===== src/rtl/npu_pkg.sv =====
// Shared definitions for the mean-reduction job issuer: FSM encoding,
// packed params field positions and the default unit timeout.
package npu_pkg;

  typedef enum logic [1:0] {
    ST_IDLE      = 2'd0,
    ST_ISSUE     = 2'd1,
    ST_WAIT_DONE = 2'd2,
    ST_WRITE     = 2'd3
  } issuer_state_e;

  localparam int DIMS_MSB = 31;
  localparam int DIMS_LSB = 16;
  localparam int AXES_MSB = 15;
  localparam int AXES_LSB = 0;

  localparam int DEFAULT_TIMEOUT_CYCLES = 1024;

  typedef struct packed {
    logic [31:0] ptr;
    logic [31:0] params;
    logic [31:0] dst;
  } job_t;

endpackage


===== src/rtl/job_fifo.sv =====
// Synchronous circular FIFO; full/empty are derived from the occupancy count
// so a simultaneous push and pop is legal even when full.
module job_fifo #(
  parameter int WIDTH = 8,
  parameter int DEPTH = 4
) (
  input  logic                     clk,
  input  logic                     rst,
  input  logic                     push,
  input  logic [WIDTH-1:0]         wdata,
  input  logic                     pop,
  output logic [WIDTH-1:0]         rdata,
  output logic                     full,
  output logic                     empty,
  output logic [$clog2(DEPTH):0]   count
);

  localparam int AW = $clog2(DEPTH);

  logic [WIDTH-1:0] mem_q [DEPTH];
  logic [AW-1:0]    wr_ptr_q, wr_ptr_d;
  logic [AW-1:0]    rd_ptr_q, rd_ptr_d;
  logic [AW:0]      count_q, count_d;
  logic             do_push, do_pop;

  assign full  = (count_q == (AW+1)'(DEPTH));
  assign empty = (count_q == '0);
  assign count = count_q;
  assign rdata = mem_q[rd_ptr_q];

  always_comb begin
    do_push  = push && (!full || pop);
    do_pop   = pop && !empty;
    wr_ptr_d = do_push ? wr_ptr_q + AW'(1) : wr_ptr_q;
    rd_ptr_d = do_pop  ? rd_ptr_q + AW'(1) : rd_ptr_q;
    count_d  = count_q;
    if (do_push && !do_pop) count_d = count_q + (AW+1)'(1);
    if (do_pop && !do_push) count_d = count_q - (AW+1)'(1);
  end

  always_ff @(posedge clk) begin
    if (rst) begin
      wr_ptr_q <= '0;
      rd_ptr_q <= '0;
      count_q  <= '0;
    end else begin
      wr_ptr_q <= wr_ptr_d;
      rd_ptr_q <= rd_ptr_d;
      count_q  <= count_d;
    end
  end

  // Storage needs no reset: a slot is only read after it has been written.
  always_ff @(posedge clk) begin
    if (do_push) mem_q[wr_ptr_q] <= wdata;
  end

endmodule


===== src/rtl/mean_job_issuer.sv =====
// Queues reduction jobs and issues them one at a time to a mean unit,
// turning each done pulse (or a timeout) into a single write-back beat.
module mean_job_issuer
  import npu_pkg::*;
#(
  parameter int CMD_DEPTH      = 4,
  parameter int TIMEOUT_CYCLES = DEFAULT_TIMEOUT_CYCLES,
  parameter int CNT_W          = 16
) (
  input  logic               clk,
  input  logic               rst,
  input  logic               cmd_valid,
  output logic               cmd_ready,
  input  logic [31:0]        cmd_ptr,
  input  logic [31:0]        cmd_params,
  input  logic [31:0]        cmd_dst,
  output logic               unit_start,
  output logic [31:0]        unit_input_ptr,
  output logic [31:0]        unit_params,
  input  logic               unit_ready,
  input  logic               unit_done,
  input  logic [31:0]        unit_result,
  output logic               wb_valid,
  input  logic               wb_ready,
  output logic [31:0]        wb_addr,
  output logic [31:0]        wb_data,
  output logic               wb_err,
  output logic               busy,
  output logic [CNT_W-1:0]   jobs_done,
  output logic               timeout_flag,
  output issuer_state_e      dbg_state
);

  localparam int TW = (TIMEOUT_CYCLES > 2) ? $clog2(TIMEOUT_CYCLES) : 1;
  localparam logic [TW-1:0] TIMER_LAST = TW'(TIMEOUT_CYCLES - 1);

  // Handshakes: cmd and wb transfer on the cycle where valid and ready are both
  // high; a valid side holds its payload stable until that cycle. unit_start is
  // only raised while unit_ready is high and lasts exactly one cycle.

  issuer_state_e       state_q, state_d;
  logic [TW-1:0]       timer_q, timer_d;
  job_t                job_q, job_d;
  logic [31:0]         wb_addr_q, wb_addr_d;
  logic [31:0]         wb_data_q, wb_data_d;
  logic                wb_err_q, wb_err_d;
  logic [CNT_W-1:0]    jobs_done_q, jobs_done_d;
  logic                timeout_flag_q, timeout_flag_d;

  logic                fifo_push, fifo_pop, fifo_full, fifo_empty;
  logic [$bits(job_t)-1:0]     fifo_rdata;
  logic [$clog2(CMD_DEPTH):0]  fifo_count;

  assign cmd_ready = !fifo_full;
  assign fifo_push = cmd_valid && cmd_ready;

  job_fifo #(
    .WIDTH ($bits(job_t)),
    .DEPTH (CMD_DEPTH)
  ) u_job_fifo (
    .clk   (clk),
    .rst   (rst),
    .push  (fifo_push),
    .wdata ({cmd_ptr, cmd_params, cmd_dst}),
    .pop   (fifo_pop),
    .rdata (fifo_rdata),
    .full  (fifo_full),
    .empty (fifo_empty),
    .count (fifo_count)
  );

  always_comb begin
    state_d        = state_q;
    timer_d        = timer_q;
    job_d          = job_q;
    wb_addr_d      = wb_addr_q;
    wb_data_d      = wb_data_q;
    wb_err_d       = wb_err_q;
    jobs_done_d    = jobs_done_q;
    timeout_flag_d = timeout_flag_q;
    fifo_pop       = 1'b0;
    unit_start     = 1'b0;
    case (state_q)
      ST_IDLE: begin
        if (!fifo_empty) begin
          fifo_pop = 1'b1;
          job_d    = job_t'(fifo_rdata);
          state_d  = ST_ISSUE;
        end
      end
      ST_ISSUE: begin
        if (unit_ready) begin
          unit_start = 1'b1;
          timer_d    = '0;
          state_d    = ST_WAIT_DONE;
        end
      end
      ST_WAIT_DONE: begin
        // A done pulse in the expiry cycle still counts as a real result.
        if (unit_done) begin
          wb_addr_d = job_q.dst;
          wb_data_d = unit_result;
          wb_err_d  = 1'b0;
          state_d   = ST_WRITE;
        end else if (timer_q == TIMER_LAST) begin
          wb_addr_d      = job_q.dst;
          wb_data_d      = '0;
          wb_err_d       = 1'b1;
          timeout_flag_d = 1'b1;
          state_d        = ST_WRITE;
        end else begin
          timer_d = timer_q + TW'(1);
        end
      end
      ST_WRITE: begin
        if (wb_ready) begin
          jobs_done_d = jobs_done_q + CNT_W'(1);
          state_d     = ST_IDLE;
        end
      end
      default: state_d = ST_IDLE;
    endcase
  end

  always_ff @(posedge clk) begin
    if (rst) begin
      state_q        <= ST_IDLE;
      timer_q        <= '0;
      job_q          <= '0;
      wb_addr_q      <= '0;
      wb_data_q      <= '0;
      wb_err_q       <= 1'b0;
      jobs_done_q    <= '0;
      timeout_flag_q <= 1'b0;
    end else begin
      state_q        <= state_d;
      timer_q        <= timer_d;
      job_q          <= job_d;
      wb_addr_q      <= wb_addr_d;
      wb_data_q      <= wb_data_d;
      wb_err_q       <= wb_err_d;
      jobs_done_q    <= jobs_done_d;
      timeout_flag_q <= timeout_flag_d;
    end
  end

  assign unit_input_ptr = job_q.ptr;
  assign unit_params    = {job_q.params[DIMS_MSB:DIMS_LSB], job_q.params[AXES_MSB:AXES_LSB]};
  assign wb_valid       = (state_q == ST_WRITE);
  assign wb_addr        = wb_addr_q;
  assign wb_data        = wb_data_q;
  assign wb_err         = wb_err_q;
  assign busy           = (fifo_count != '0) || (state_q != ST_IDLE);
  assign jobs_done      = jobs_done_q;
  assign timeout_flag   = timeout_flag_q;
  assign dbg_state      = state_q;

endmodule


===== config.mk =====
export PLATFORM = sky130hd
export DESIGN_NAME = mean_job_issuer
export DESIGN_NICKNAME = d
export VERILOG_FILES = /design/src/rtl/npu_pkg.sv /design/src/rtl/job_fifo.sv /design/src/rtl/mean_job_issuer.sv
export SDC_FILE = /design/constraint.sdc
export NUM_CORES = 1
export LEC_CHECK = 0
export CAP_MARGIN = 20
export CORE_MARGIN = 8
export CORE_UTILIZATION = 39
export CTS_CLUSTER_SIZE = 20
export DETAILED_ROUTE_END_ITERATION = 8
export HOLD_SLACK_MARGIN = 0.15
export PLACE_DENSITY = 0.63
export SYNTH_ARGS = -nofsm -noshare
export SYNTH_HDL_FRONTEND = slang
export SYNTH_SLANG_ARGS = --single-unit

===== constraint.sdc =====
create_clock -name clk -period 7.95 [get_ports clk]
set_input_delay 0.795 -clock clk [delete_from_list [all_inputs] [get_ports clk]]
set_output_delay 0.795 -clock clk [all_outputs]
set_load 0.02 [all_outputs]

# After elaboration in Yosys (flattened, before gate mapping)

Memories as Yosys holds them, arrays and structs flattened. A register that Yosys moved wholly into a read port is not among the register bits.
Cells that the tools add are included.

Register bits after elaboration: 101
Bits in writable memories: 384
Logic and storage cells: 78
Memories kept: 1

Add/subtract/negate cells: 6
Equality and inequality tests: 11
Mux-type cells: 24
Bitwise operators: 2
Reduce and logical (&&, ||, !) cells: 24

Memory list:

| name             | depth | bits a word | read ports | clocked after Yosys merged registers in | wr ports | line           | RTL |
|---|---|---|---|---|---|---|---|
| u_job_fifo.mem_q | 4     | 96          | 1          | 1                                       | 1        | job_fifo.sv:20 | `logic [WIDTH-1:0] mem_q [DEPTH];` |

Operators with widths:

| kind                                          | count |
|---|---|
| two-way mux 32 bit                            | 4 |
| two-way mux 10 bit                            | 3 |
| one-hot mux 10 bit (2 select lines)           | 1 |
| adder 16 x 1 -> 16 bit, second input constant | 1 |
| adder 10 x 1 -> 10 bit, second input constant | 1 |
| == test 10 bit, second input constant         | 1 |
| two-way mux 2 bit                             | 5 |
| two-way mux 1 bit                             | 8 |
| != test 2 bit, second input constant          | 4 |
| one-hot mux 2 bit (4 select lines)            | 1 |
| AND reduction 4 bit                           | 2 |
| nonzero test 2 bit                            | 4 |
| two-way mux 3 bit                             | 2 |
| AND reduction 2 bit                           | 3 |
| logical AND 1 bit                             | 5 |
| adder 2 x 1 -> 2 bit, second input constant   | 2 |
| == test 2 bit, second input constant          | 2 |
| logical NOT 1 bit                             | 4 |
| adder 3 x 1 -> 3 bit, second input constant   | 1 |
| == test 3 bit, second input constant          | 1 |
| logical NOT 3 bit                             | 1 |
| != test 3 bit, second input constant          | 1 |
| AND reduction 3 bit                           | 1 |
| nonzero test 3 bit                            | 1 |
| other kinds (6)                               | 8 |

# Longest topological paths before layout

Depth after elaboration: 8
Depth in mapped cells: 12
Gate-level depth less buffers: 10

# Hierarchy

From an unflattened synthesis, not the netlist that was laid out.

Cells, all modules: 1448
Area total of the unflattened synthesis: 21846.0 um^2

Modules (own cells, without submodules):

| module          | times used | cells an instance | area each (um^2) | sequential area each (um^2) |
|---|---|---|---|---|
| job_fifo        | 1          | 556               | 14343.8          | 11711.2 |
| mean_job_issuer | 1          | 892               | 7502.2           | 3803.6 |

# Least setup slack after synthesis

OpenSTA, ideal clock, no wires.

Path kind: input to register
Start point: input port cmd_valid
End point: memory u_job_fifo.mem_q[0][0] in the netlist's numbering, enable pin
Setup time: 0.466 ns
Data arrival time: 3.058 ns
Data required time: 7.484 ns
Slack: 4.426 ns
Stages: 1
Path buffers: 0
Cell sequence: and3_1

Longest elaborated chain between the ends: 4

Ends and longest elaborated chain:

| what                                    | line                  | RTL |
|---|---|---|
| from (decl)                             | mean_job_issuer.sv:12 | `input logic cmd_valid,` |
| logical AND 1 bit                       | mean_job_issuer.sv:55 | `assign fifo_push = cmd_valid && cmd_ready;` |
| logical AND 1 bit                       | job_fifo.sv:32        | `do_push = push && (!full \|\| pop);` |
| two-way mux 1 bit                       | job_fifo.sv:55        | `if (do_push) mem_q[wr_ptr_q] <= wdata;` |
| two-way mux 1 bit (implied by the code) | job_fifo.sv:55        |  |
| to (decl)                               | job_fifo.sv:20        |  |

Every way passes these cells.

# Worst setup path in the final report

Start point: register state_q[1], in the netlist dbg_state[1]
End point: output port busy

Longest elaborated chain between the ends: 2

Ends and longest elaborated chain:

| what                   | line                   | RTL |
|---|---|---|
| from (decl)            | mean_job_issuer.sv:41  | `issuer_state_e state_q, state_d;` |
| from (signal assigned) | mean_job_issuer.sv:136 | `state_q <= state_d;` |
| nonzero test 2 bit     | mean_job_issuer.sv:153 | `assign busy = (fifo_count != '0) \|\| (state_q != ST_IDLE);` |
| logical OR 1 bit       | mean_job_issuer.sv:153 |  |
| to (decl)              | mean_job_issuer.sv:28  | `output logic busy,` |

Every way passes these cells.

==> impl_metrics.sql <==
INSERT INTO impl_metrics (metric_group, metric, value, unit) VALUES
('grt', 'antenna_violations_before_repair', '13', ''),
('clock_tree', 'clock_tree_from_tritoncts', 'yes', ''),
('synthesis', 'syn-num-nets', '1585', ''),
('cells_and_area', 'layout.nets', '1800', ''),
('grt', 'global_route.overflow_total', '0', ''),
('timing', 'worstMarginPinSlew', '1.047', 'ns'),
('route', 'drt_drc_violations_left', '0', ''),
('placement', 'place_congestion', '0.8090', ''),
('synthesis', 'synth_simple_gate_area_share', '8.059', '%'),
('placement', 'place.detailed.hpwl', '30530', 'um'),
('timing', 'fin_setup_tns', '0', 'ns'),
('clock_tree', 'worstSkewPairLatency', '0.64', 'ns'),
('synthesis', 'synth_cells', '1438', ''),
('critical_path', 'critPathMaxFanout', '5', ''),
('route', 'detail_route.wirelength', '48910', 'um'),
('synthesis', 'dominantRegCellSynth', 'sky130_fd_sc_hd__edfxtp_1', ''),
('floorplan', 'design.portCount', '286', ''),
('timing', 'fin_crit', '2.923', 'ns'),
('timing', 'max_slew_violation_count', '0', ''),
('power_and_ir_drop', 'vdd_ir_drop_max', '0.0001897', 'V'),
('power_and_ir_drop', 'design_power_total', '8.849', 'mW'),
('placement', 'port-buffer-count', '285', ''),
('cells_and_area', 'area_growth_syn_to_layout', '23.64', '%'),
('synthesis', 'netlist_area_before_placement', '21860', 'um2'),
('route', 'routedWlPerCell', '19.90', 'um'),
('critical_path', 'critPathArrivalTime', '2.13', 'ns'),
('clock_tree', 'cts_repair_resize_count', '0', ''),
('critical_path', 'worst-endpoint-required', '7.15', 'ns'),
('outcome', 'run_status', 'completed', ''),
('route', 'final_antenna_net_count', '0', ''),
('critical_path', 'timing.reg2reg.setup_slack', '5.22', 'ns'),
('floorplan', 'chipHeight', '252.8', 'um'),
('critical_path', 'crit_path_start_kind', 'register', ''),
('timing', 'report.final.hold_viol_count', '0', ''),
('timing', 'timing.slew.headroom', '30.20', '%'),
('route', 'drt_pass1_iterations', '5', ''),
('clock_tree', 'h-tree-depth', '2', ''),
('floorplan', 'die_area', '63890', 'um2'),
('grt', 'grt_pass1_vias', '12790', ''),
('grt', 'largest_net_degree_at_the_start_of_global_routing', '152', ''),
('synthesis', 'synth_adder_area_share', '0.7784', '%'),
('cells_and_area', 'postLayoutCoreUtil', '48.87', '%'),
('synthesis', 'yosysWarningCount', '0', ''),
('clock_tree', 'cts_setup_buffers', '0', ''),
('synthesis', 'synth_area_leader_cell', 'sky130_fd_sc_hd__edfxtp_1', ''),
('hold_path', 'holdCritPathClass', 'register to register', ''),
('critical_path', 'cp-end-kind', 'output pin', ''),
('power_and_ir_drop', 'power-per-cell-area', '327.4', 'nW/um2'),
('synthesis', 'seq_area_frac_synth', '70.79', '%'),
('grt', 'globalRouteTotalUtil', '14.92', '%'),
('synthesis', 'yosys-mux-area-fraction', '9.987', '%'),
('synthesis', 'synth_cell_types', '52', ''),
('route', 'drt_first_iter_violations', '599', ''),
('timing', 'unrepaired_setup_endpoints_after_global_routing', 'false', ''),
('flow_run', 'cap_violations', '0', ''),
('clock_tree', 'clock_sinks', '581', ''),
('grt', 'grt_pass1_wl', '74780', 'um'),
('clock_tree', 'clock_tree_buffer_depth', '3', ''),
('timing', 'setup_viol', '0', ''),
('synthesis', 'synth_compound_area_share', '5.535', '%'),
('timing', 'finalClockSkew', '0.03928', 'ns'),
('floorplan', 'initial_core_util', '39.53', '%'),
('route', 'avgViaCountPerCell', '5.018', ''),
('clock_tree', 'cts_made_buffers', '60', ''),
('synthesis', 'synth_async_sr_flop_share', '0', '%'),
('timing', 'timing.fmax', '342.1', 'MHz'),
('synthesis', 'synth_area_per_cell', '15.20', 'um2'),
('power_and_ir_drop', 'leakage', '8.784', 'nW'),
('timing', 'final.period_utilization', '36.77', '%'),
('floorplan', 'coreArea', '55310', 'um2'),
('synthesis', 'synth.top_cell.area_share', '52.75', '%');
-- metal layers --
layer / share of wire, % / vias up / wire [um] / global-route usage (%)
met5: 0.22 / - / 109 / 0
met1: 43 / 6132 / 21130 / 18.93
met2: 47 / 351 / 22870 / 24.24
li1: - / 5745 / - / -
met4: 2.1 / 16 / 1031 / 4.241
met3: 7.7 / 90 / 3758 / 5.048
-- where the power goes --
group / switching (mW) / total (mW) / internal (mW) / leakage (nW)
clock network: 1.18 / 2.82 / 1.64 / 1.00
logic: 1.26 / 2.14 / 0.873 / 2.66
registers: 0.212 / 3.89 / 3.68 / 5.13
-- sequential cells by signal, indices dropped and copies added (netlist names) --
| register | cells |
|---|---|
| timer_q | 10 |
| job_q | 32 |
| jobs_done | 16 |
| unit_input_ptr | 32 |
| timeout_flag | 1 |
| u_job_fifo.mem_q | 384 |
| u_job_fifo.rd_ptr_q | 2 |
| unit_params | 32 |
| u_job_fifo.wr_ptr_q | 2 |
| wb_err | 1 |
| dbg_state | 2 |
| wb_addr | 32 |
| wb_data | 32 |
| u_job_fifo.count | 3 |
-- stage by stage --
| stage | worst slack [ns] | hold slack (ns) | std cells | area (um2) |
|---|---|---|---|---|
| 2_1_floorplan | 4.426 | 0.4365 | 1438 | 21860 |
| 3_3_place_gp | 4.634 | 0.4427 | 2337 | 24960 |
| 3_5_place_dp | 4.619 | 0.4472 | 2338 | 24970 |
| 4_1_cts | 4.960 | 0.4542 | 2452 | 27010 |
| 5_1_grt | 4.880 | 0.4702 | 2453 | 27020 |
| 6_report | 5.027 | 0.4540 | 2458 | 27030 |
-- cells in the final DEF, fill, tap and decap left out, types with 3 or more instances in the layout --
master and n:
sky130_fd_sc_hd__xnor2_1 11, sky130_fd_sc_hd__clkinv_2 15, sky130_fd_sc_hd__clkinvlp_4 4, sky130_fd_sc_hd__edfxtp_1 384, sky130_fd_sc_hd__mux4_2 96, sky130_fd_sc_hd__bufinv_16 4, sky130_fd_sc_hd__clkbuf_16 61, sky130_fd_sc_hd__nor2b_1 4
sky130_fd_sc_hd__buf_4 14, sky130_fd_sc_hd__nand3_1 11, sky130_fd_sc_hd__and2_1 3, sky130_fd_sc_hd__nand4_1 5, sky130_fd_sc_hd__xor2_1 5, sky130_fd_sc_hd__o21ai_1 30, sky130_fd_sc_hd__nor3_1 9, sky130_fd_sc_hd__o21ai_0 8
sky130_fd_sc_hd__clkdlybuf4s50_1 284, sky130_fd_sc_hd__nor2_1 26, sky130_fd_sc_hd__nand4b_1 32, sky130_fd_sc_hd__a22o_1 32, sky130_fd_sc_hd__clkbuf_8 10, sky130_fd_sc_hd__nand2b_1 39, sky130_fd_sc_hd__a21oi_1 106, sky130_fd_sc_hd__diode_2 5
sky130_fd_sc_hd__a221oi_1 3, sky130_fd_sc_hd__ha_1 11, sky130_fd_sc_hd__nand2_1 206, sky130_fd_sc_hd__clkbuf_1 9, sky130_fd_sc_hd__dfxtp_1 195, sky130_fd_sc_hd__inv_1 19, sky130_fd_sc_hd__o31ai_1 3, sky130_fd_sc_hd__and3_4 4
sky130_fd_sc_hd__and3_1 3, sky130_fd_sc_hd__or3_1 6, sky130_fd_sc_hd__nor4_1 4, sky130_fd_sc_hd__a31oi_1 3, sky130_fd_sc_hd__clkinv_1 4
-- path summary, 6_finish.rpt --
kind / startpoint / depth (start not counted) / to
worst max-delay path: dbg_state[1] / 4 / busy
worst min-delay path: job_q[8] / 2 / job_q[8]
worst max register to register: dbg_state[0] / 10 / u_job_fifo.count[2]
worst min register to register: job_q[8] / 2 / job_q[8]
-- final cells by class --
cell class	instances	area [um2]
Tap cell	748	935.9
Clock buffer	81	1705
Antenna cell	5	12.51
Multi-Input combinational cell	689	5502
Sequential cell	581	15480
Fill cell	4769	28280
Inverter	20	77.57
Clock inverter	33	335.3
Timing Repair Buffer	301	2979
-- worst max-delay path: stages, from the launching register on --
cell	delay (ns)
sky130_fd_sc_hd__dfxtp_1	0.41
sky130_fd_sc_hd__inv_1	0.11
sky130_fd_sc_hd__ha_1	0.26
sky130_fd_sc_hd__nand2_1	0.09
sky130_fd_sc_hd__clkdlybuf4s50_1	0.65
-- cells by family (layout without fill, tap and decap cells) --
family / Yosys count / count (layout)
DFF: 581 / 581
and+or+nand+nor: 362 / 362
AOI/OAI and AO/OA: 200 / 200
buffers and inverters: 168 / 435
muxes: 98 / 98
xor gates and xnor gates: 16 / 16
adders and majority gates: 13 / 13
other: 0 / 5
Power figures use the tool's default switching activity.
